## src/rtl/axi_rd_arbiter_pkg.sv

```systemverilog
// Shared AXI read-arbiter definitions: response codes, widths and sizing helpers.
package axi_rd_arbiter_pkg;

  localparam int AXI_RESP_W = 2;

  localparam logic [AXI_RESP_W-1:0] RESP_OKAY   = 2'b00;
  localparam logic [AXI_RESP_W-1:0] RESP_SLVERR = 2'b10;

  // Width of the timeout counter. A disabled timeout (0) still gets a
  // one-bit counter so no zero-width vectors appear anywhere.
  function automatic int cnt_width(input int timeout);
    if (timeout <= 0) begin
      return 1;
    end
    return $clog2(timeout + 1);
  endfunction

endpackage

```

## src/rtl/axi_rd_arbiter_rr_pick2.sv

```systemverilog
// Two-way round-robin picker: a lone requester wins outright, and on a tie
// the master that was not served last wins.
module axi_rd_arbiter_rr_pick2
  import axi_rd_arbiter_pkg::*;
(
  input  logic [1:0] req,
  input  logic       last,
  output logic       gnt
);

  // Pick the winner from the request pair and the last-served master.
  always_comb begin
    gnt = 1'b0;
    case (req)
      2'b01:   gnt = 1'b0;
      2'b10:   gnt = 1'b1;
      2'b11:   gnt = ~last;
      default: gnt = 1'b0;
    endcase
  end

endmodule

```

## src/rtl/axi_rd_arbiter.sv

```systemverilog
// Shares one AXI4-lite read port between M0 (instruction fetch) and M1 (load
// unit). One read is in flight at a time, grants alternate round-robin, and a
// slave that never answers is converted into an SLVERR for the waiting master.
//
// Handshake rule on every channel: a transfer happens on a rising clock edge
// where both valid and ready are high; a source holds valid and its payload
// stable until that edge, and ready may depend combinationally on valid.
module axi_rd_arbiter
  import axi_rd_arbiter_pkg::*;
#(
  parameter int ADDR_W  = 32,
  parameter int DATA_W  = 32,
  parameter int TIMEOUT = 255
) (
  input  logic                  clk,
  input  logic                  rst,
  // M0: instruction fetch
  input  logic [ADDR_W-1:0]     m0_araddr,
  input  logic                  m0_arvalid,
  output logic                  m0_arready,
  output logic [DATA_W-1:0]     m0_rdata,
  output logic [AXI_RESP_W-1:0] m0_rresp,
  output logic                  m0_rvalid,
  input  logic                  m0_rready,
  // M1: load unit
  input  logic [ADDR_W-1:0]     m1_araddr,
  input  logic                  m1_arvalid,
  output logic                  m1_arready,
  output logic [DATA_W-1:0]     m1_rdata,
  output logic [AXI_RESP_W-1:0] m1_rresp,
  output logic                  m1_rvalid,
  input  logic                  m1_rready,
  // Shared slave port
  output logic [ADDR_W-1:0]     s_araddr,
  output logic                  s_arvalid,
  input  logic                  s_arready,
  input  logic [DATA_W-1:0]     s_rdata,
  input  logic [AXI_RESP_W-1:0] s_rresp,
  input  logic                  s_rvalid,
  output logic                  s_rready,
  // Debug visibility of the arbiter state
  output logic [2:0]            dbg_state,
  output logic                  dbg_gnt,
  output logic                  dbg_last
);

  localparam logic [2:0] ST_IDLE  = 3'd0;
  localparam logic [2:0] ST_ADDR  = 3'd1;
  localparam logic [2:0] ST_DATA  = 3'd2;
  localparam logic [2:0] ST_ERR   = 3'd3;
  localparam logic [2:0] ST_DRAIN = 3'd4;

  localparam int               CNT_W   = cnt_width(TIMEOUT);
  localparam logic [CNT_W-1:0] CNT_MAX = CNT_W'(TIMEOUT);
  localparam bit               TO_EN   = (TIMEOUT != 0);

  logic [2:0]       state_q, state_d;
  logic             gnt_q, gnt_d;
  logic             last_q, last_d;
  logic [CNT_W-1:0] cnt_q, cnt_d;

  logic             pick_gnt;
  logic             sel_arvalid;
  logic [ADDR_W-1:0] sel_araddr;
  logic             sel_rready;

  axi_rd_arbiter_rr_pick2 u_pick (
    .req  ({m1_arvalid, m0_arvalid}),
    .last (last_q),
    .gnt  (pick_gnt)
  );

  // Request/ready signals of whichever master currently holds the grant.
  always_comb begin
    sel_arvalid = gnt_q ? m1_arvalid : m0_arvalid;
    sel_araddr  = gnt_q ? m1_araddr  : m0_araddr;
    sel_rready  = gnt_q ? m1_rready  : m0_rready;
  end

  // Next-state logic: grant, address phase, data phase with timeout, error, drain.
  always_comb begin
    state_d = state_q;
    gnt_d   = gnt_q;
    last_d  = last_q;
    cnt_d   = cnt_q;
    case (state_q)
      ST_IDLE: begin
        if (m0_arvalid || m1_arvalid) begin
          gnt_d   = pick_gnt;
          state_d = ST_ADDR;
        end
      end
      ST_ADDR: begin
        // An illegal arvalid drop simply leaves us waiting here.
        if (sel_arvalid && s_arready) begin
          state_d = ST_DATA;
          cnt_d   = '0;
        end
      end
      ST_DATA: begin
        if (s_rvalid && sel_rready) begin
          state_d = ST_IDLE;
          last_d  = gnt_q;
        end else if (!s_rvalid) begin
          if (TO_EN && (cnt_q == CNT_MAX)) begin
            state_d = ST_ERR;
          end else if (cnt_q != CNT_MAX) begin
            cnt_d = cnt_q + 1'b1;
          end
        end
      end
      ST_ERR: begin
        if (sel_rready) begin
          state_d = ST_DRAIN;
          last_d  = gnt_q;
        end
      end
      ST_DRAIN: begin
        // Whatever the slave finally returns is swallowed here.
        if (s_rvalid) begin
          state_d = ST_IDLE;
        end
      end
      default: state_d = ST_IDLE;
    endcase
  end

  // Output muxing purely from state and grant; the non-granted master sees zeros.
  always_comb begin
    m0_arready = 1'b0;
    m0_rdata   = '0;
    m0_rresp   = RESP_OKAY;
    m0_rvalid  = 1'b0;
    m1_arready = 1'b0;
    m1_rdata   = '0;
    m1_rresp   = RESP_OKAY;
    m1_rvalid  = 1'b0;
    s_araddr   = '0;
    s_arvalid  = 1'b0;
    s_rready   = 1'b0;
    case (state_q)
      ST_ADDR: begin
        s_araddr  = sel_araddr;
        s_arvalid = sel_arvalid;
        if (gnt_q) m1_arready = s_arready;
        else       m0_arready = s_arready;
      end
      ST_DATA: begin
        s_rready = sel_rready;
        if (gnt_q) begin
          m1_rdata  = s_rdata;
          m1_rresp  = s_rresp;
          m1_rvalid = s_rvalid;
        end else begin
          m0_rdata  = s_rdata;
          m0_rresp  = s_rresp;
          m0_rvalid = s_rvalid;
        end
      end
      ST_ERR: begin
        if (gnt_q) begin
          m1_rvalid = 1'b1;
          m1_rresp  = RESP_SLVERR;
        end else begin
          m0_rvalid = 1'b1;
          m0_rresp  = RESP_SLVERR;
        end
      end
      ST_DRAIN: begin
        s_rready = 1'b1;
      end
      default: begin
      end
    endcase
  end

  // Arbiter state registers; M0 wins the first tie after reset.
  always_ff @(posedge clk) begin
    if (rst) begin
      state_q <= ST_IDLE;
      gnt_q   <= 1'b0;
      last_q  <= 1'b1;
      cnt_q   <= '0;
    end else begin
      state_q <= state_d;
      gnt_q   <= gnt_d;
      last_q  <= last_d;
      cnt_q   <= cnt_d;
    end
  end

  // Debug taps.
  always_comb begin
    dbg_state = state_q;
    dbg_gnt   = gnt_q;
    dbg_last  = last_q;
  end

endmodule

```

## config.mk

```make
export PLATFORM = sky130hd
export DESIGN_NAME = axi_rd_arbiter
export DESIGN_NICKNAME = d
export VERILOG_FILES = /design/src/rtl/axi_rd_arbiter_pkg.sv /design/src/rtl/axi_rd_arbiter_rr_pick2.sv /design/src/rtl/axi_rd_arbiter.sv
export SDC_FILE = /design/constraint.sdc
export NUM_CORES = 1
export LEC_CHECK = 0
export ABC_AREA = 1
export CORE_AREA = 2 2 83 85
export DETAILED_ROUTE_END_ITERATION = 6
export DIE_AREA = 0 0 85 87
export GPL_ROUTABILITY_DRIVEN = 0
export PLACE_DENSITY = 0.86
export SKIP_LAST_GASP = 1
export SYNTH_ARGS = -nofsm -noshare
export SYNTH_HDL_FRONTEND = slang
export SYNTH_SLANG_ARGS = --single-unit
```

## constraint.sdc

```tcl
create_clock -name clk -period 2.5 [get_ports clk]
set_input_delay 0.5 -clock clk [delete_from_list [all_inputs] [get_ports clk]]
set_output_delay 0.5 -clock clk [all_outputs]
set_load 0.05 [all_outputs]
```

# Word-level counts from Yosys, hierarchy flattened
# Index checks and enable logic that the tools add are counted.
# W data, S select, Z words.
totals:
  reg_bits: 13
  romBits: 0
  elab_cells: 79
  out_inout_bits: 111
  latch_bits: 0
  ramBits: 0
  memories: 0
classes:
  eq_ne: 19
  shifts: 0
  magnitude_cmp: 0
  bitwise_logic: 1
  addsub: 1
  mul: 0
  n_reduce_logical: 10
  mux: 44
  n_div: 0
op_table:
  columns: ["cell", "count"]
  rows:
  - ["$mux W32", 6]
  - ["$mux W8", 5]
  - ["$mux W3", 7]
  - ["$ne A2 B2 Y1 const B", 9]
  - ["$pmux W8 S2", 1]
  - ["$pmux W3 S5", 1]
  - ["$mux W1", 13]
  - ["$reduce_and A6 Y1", 2]
  - ["$pmux W1 S2", 5]
  - ["$add A8 B1 Y8 const B", 1]
  - ["$eq A8 B8 Y1 const B", 1]
  - ["$mux W2", 4]
  - ["$ne A8 B8 Y1 const B", 1]
  - ["$pmux W2 S2", 2]
  - ["$eq A3 B2 Y1 const B", 2]
  - ["$ne A3 B3 Y1 const B", 2]
  - ["$eq A2 B2 Y1 const B", 2]
  - ["$reduce_bool A2 Y1", 2]
  - ["$eq A3 B1 Y1 const B", 1]
  - ["$eq A3 B3 Y1 const B", 1]
  - ["$logic_not A3 Y1", 1]
  - ["$reduce_and A3 Y1", 1]
  - ["$logic_and A1 B1 Y1", 2]
  - ["$reduce_and A2 Y1", 1]
  - ["other kinds (2)", 2]

# Longest topological paths before layout
logic_depth:
  ltp_word: 6
  mapped_depth: 11
  ltp_nobuf: 10

# Cells and area by module
# A second synthesis with hierarchy kept.
unflattened:
  hier_cells: 376
  hier_area_um2: 1898.1
modules_own_cells:
  columns: ["mod", "area_per_inst_um2", "instances", "cells_per_inst", "seq_area_each_um2"]
  rows:
  - ["axi_rd_arbiter", 1885.6, 1, 374, 260.2]
  - ["axi_rd_arbiter_rr_pick2", 12.5, 1, 2, 0.0]

# Least setup slack after synthesis
# Ideal clock, no wire load.
synth_path:
  path_kind: "reg2out"
  startpoint: "register state_q[1], in the netlist dbg_state[1]"
  endpoint: "output m0_rdata[0]"
  arrival_time_ns: 2.449
  setup_slack_ns: -0.449
  t_required_ns: 2.000
  stages_incl_launch_ff: 7
  cell_sequence: "dfxtp_1 > inv_2 > nor2_4 > nand2_2 > buf_6 > clkbuf_1 > nor3_1"
synth_via:
  elab_chain_cells: 2
synth_lines:
  columns: ["element", "line_no", "text"]
  rows:
  - ["from (decl)", "axi_rd_arbiter.sv:57", "logic [2:0] state_q, state_d;"]
  - ["from (signal assigned)", "axi_rd_arbiter.sv:185", "state_q <= state_d;"]
  - ["$eq A3 B2 Y1", "axi_rd_arbiter.sv:141", "case (state_q)"]
  - ["$mux W32", "axi_rd_arbiter.sv:141", null]
  - ["to (decl)", "axi_rd_arbiter.sv:21", "output logic [DATA_W-1:0] m0_rdata,"]
# Every way passes these cells.

# Worst setup path after layout
layout_path:
  startpoint: "register state_q[0], in the netlist dbg_state[0]"
  endpoint: "output s_araddr[30]"
layout_via:
  elab_chain_cells: 2
layout_lines:
  columns: ["element", "line_no", "text"]
  rows:
  - ["$eq A3 B1 Y1", "axi_rd_arbiter.sv:141", null]
  - ["$mux W32", "axi_rd_arbiter.sv:141", null]
  - ["to (decl)", "axi_rd_arbiter.sv:34", "output logic [ADDR_W-1:0] s_araddr,"]
# Every way passes these cells.

==> impl_metrics.csv <==
group,metric,value,unit
clock_tree,htree_levels,1,
logic_synthesis,synth_cells,393,
global_route,top_usage_layer,"met2",
setup_path,critPathKind,"register to output pin",
floorplan,core_region_area,0.00657,mm^2
global_route,track_usage,28.5,%
logic_synthesis,syn-num-nets,500,
sta,hold_violations,0,
sta,slew_headroom,65.8,%
layout,nets,702,
global_route,antenna_found_initial,1,
global_route,use_met2,54.0,%
routing,drc_errors,0,
logic_synthesis,ys_warn_count,0,
clock_tree,cts_sinks,13,
sta,setup_viol,0,
logic_synthesis,yosys.area.top_type,"nand2_1",
clock_tree,ctsResizeCount,0,
routing,wl_per_cell,16.0,um
routing,drt-initial-drc-count,148,
sta,rsz0062_at_grt,"false",
clock_tree,clkTransAtPathRegs,0.05,ns
logic_synthesis,synth_edf_count,0,
setup_path,setup.worst_path.start_class,"register",
run_status,status,"completed",
place,pre_cts_ws,0.366,ns
sta,setup_ws,0.140,ns
place,dp_cells,670,
global_route,grt_pass1_wl,16.9,mm
floorplan,rows,30,
pwr,p_per_area,788,mW/mm^2
setup_path,r2r_start,"dbg_state[2]",
floorplan,dieArea,0.00740,mm^2
layout,layout.area.seq,265,um^2
global_route,grt_max_degree,73,
logic_synthesis,synth_area,0.00195,mm^2
pwr,p_total,0.00435,W
routing,first_pass_iters,4,
layout,utilization,84.0,%
sta,drv_slew,0,
layout,finalNonFillerCells,675,
logic_synthesis,synth_top_area_share,20.7,%
sta,finalCritPeriodShare,94.4,%
logic_synthesis,synthTopCellsByArea,"nand2_1, nor3_1, dfxtp_1, inv_1, a21oi_1",
sta,clock.fmax,424,MHz
logic_synthesis,synth_flop_cell,"dfxtp_1",
clock_tree,root_buffer,"clkbuf_8",
setup_path,crit_required,2.00,ns
sta,skew,0.00292,ns
setup_path,crit_fanout,36,
layout,drive_above_1_share,37.4,%
clock_tree,postCtsHoldBufs,0,
sta,tightest_slew,0.511,ns
worst_hold_path,hp-class,"register to register",
global_route,grt_pass1_vias,3388,
clock_tree,cts_made_buffers,3,
layout,area_growth,182,%
setup_path,cp-end-kind,"output pin",
pwr,irDropWorstVdd,0.000625,V
routing,ant_nets,0,
logic_synthesis,yosysSeqAreaShare,13.3,%
layout,multiInputGateArea,0.00188,mm^2
floorplan,start_util,29.8,%
clock_tree,cts_tree,"done",
floorplan,io_pins,217,
setup_path,arrival,1.86,ns
logic_synthesis,ys_ff_latch,13,
layout,n_fill_cell,357,
routing,viasPerCell,5.04,
global_route,met1_usage,30.4,%
floorplan,dieWidth,85,um
global_route,grt-ovfl-total,0,
place,portBuffers,216,
global_route,grt_use_met3,6.16,%
logic_synthesis,synth.most_common_cell,"nand2_1",
job,cap_violations,0,
logic_synthesis,ys_types,23,
routing,vias,3402,
floorplan,die_h,87,um
logic_synthesis,syn_area_per_cell,4.97,um^2
pwr,cellLeakagePower,2.31,nW
routing,routed_wl,10.8,mm
sta,fin_crit,2.36,ns
clock_tree,clk_latency,0.25,ns
clock_tree,clockBufferDepth,2,
setup_path,cp-startpoint,"dbg_state[0]",
worst_hold_path,min_from,"cnt_q[5]",
logic_synthesis,synthArstFlopShare,0,%
clock_tree,post-cts-setup-buffer-count,0,
place,hpwl,9.10,mm
logic_synthesis,yosys-top-cells-count,"nand2_1, nor3_1, inv_1",
-- worst max-delay path, stage by stage (launching register included) --
cell and delay (ns):
dfxtp_1 0.51, inv_2 0.11, nor3_4 0.19, inv_2 0.07
buf_12 0.18, a21oi_1 0.33, buf_12 0.19
-- final cells by class --
class / instances / share of cell area [%]
sequential: 13 / 4.81
timing repair buffer: 224 / 54.5
inverter: 59 / 4.01
multi-input combinational: 294 / 34.0
antenna: 1 / 0.0454
clock buffer: 4 / 0.817
tap: 80 / 1.81
-- registers in the layout, summed over array words and instances (netlist names) --
| register | cells |
|---|---|
| dbg_last | 1 |
| cnt_q | 8 |
| dbg_gnt | 1 |
| dbg_state | 3 |
-- placed cells by master, fill, tap and decap left out, drive strengths merged --
master | Yosys | layout
inv | 59 | 59
o21ai | 7 | 7
buf | 10 | 115
clkbuf | 17 | 4
nor3b | 1 | 1
nand3 | 20 | 20
nor2 | 41 | 41
xor2 | 1 | 1
dfxtp | 13 | 13
nor3 | 71 | 71
nand2 | 113 | 113
ha | 1 | 1
diode | 0 | 1
a21oi | 39 | 39
clkdlybuf4s50 | 0 | 109
-- through the flow --
step,cell area [um^2],TNS (ns),hold WS [ns]
floorplan,2470,-2.79,0.463
global placement,5470,0,0.485
detailed placement,5470,0,0.505
CTS,5510,0,0.511
global route,5520,0,0.526
finish,5520,0,0.508
-- kinds of logic after synthesis --
group                    Yosys count  synth area share [%]
AO/OA/AOI/OAI                     46                  12.0
XOR/XNOR                           1                 0.448
adder cells (fa/ha/maj)            1                 0.640
buffers and inverters             86                  17.2
flip-flops                        13                  13.3
AND/OR/NAND/NOR                  246                  56.5
-- per-layer routing --
| layer | up-vias | share of wire [%] |
|---|---|---|
| met5 | - | 0 |
| met2 | 220 | 53 |
| met4 | 0 | 3.5 |
| met3 | 28 | 8.3 |
| met1 | 1513 | 35 |
| li1 | 1641 | - |
-- path summary, 6_finish.rpt --
kind                                      to  depth (start not counted)  slack, ns
worst min register to register      cnt_q[5]                          2       0.51
worst min-delay path                cnt_q[5]                          2       0.51
worst max-delay path            s_araddr[30]                          6       0.14
worst max register to register  dbg_state[0]                          8       0.65
-- power breakdown --
part           total (W)  switching [W]  internal (W)
Clock           0.000191      0.0000777      0.000113
Sequential      0.000361      0.0000955      0.000265
Combinational    0.00380        0.00238       0.00142
Total            0.00435        0.00255       0.00180
No activity file was read; power rests on OpenSTA's default activity.
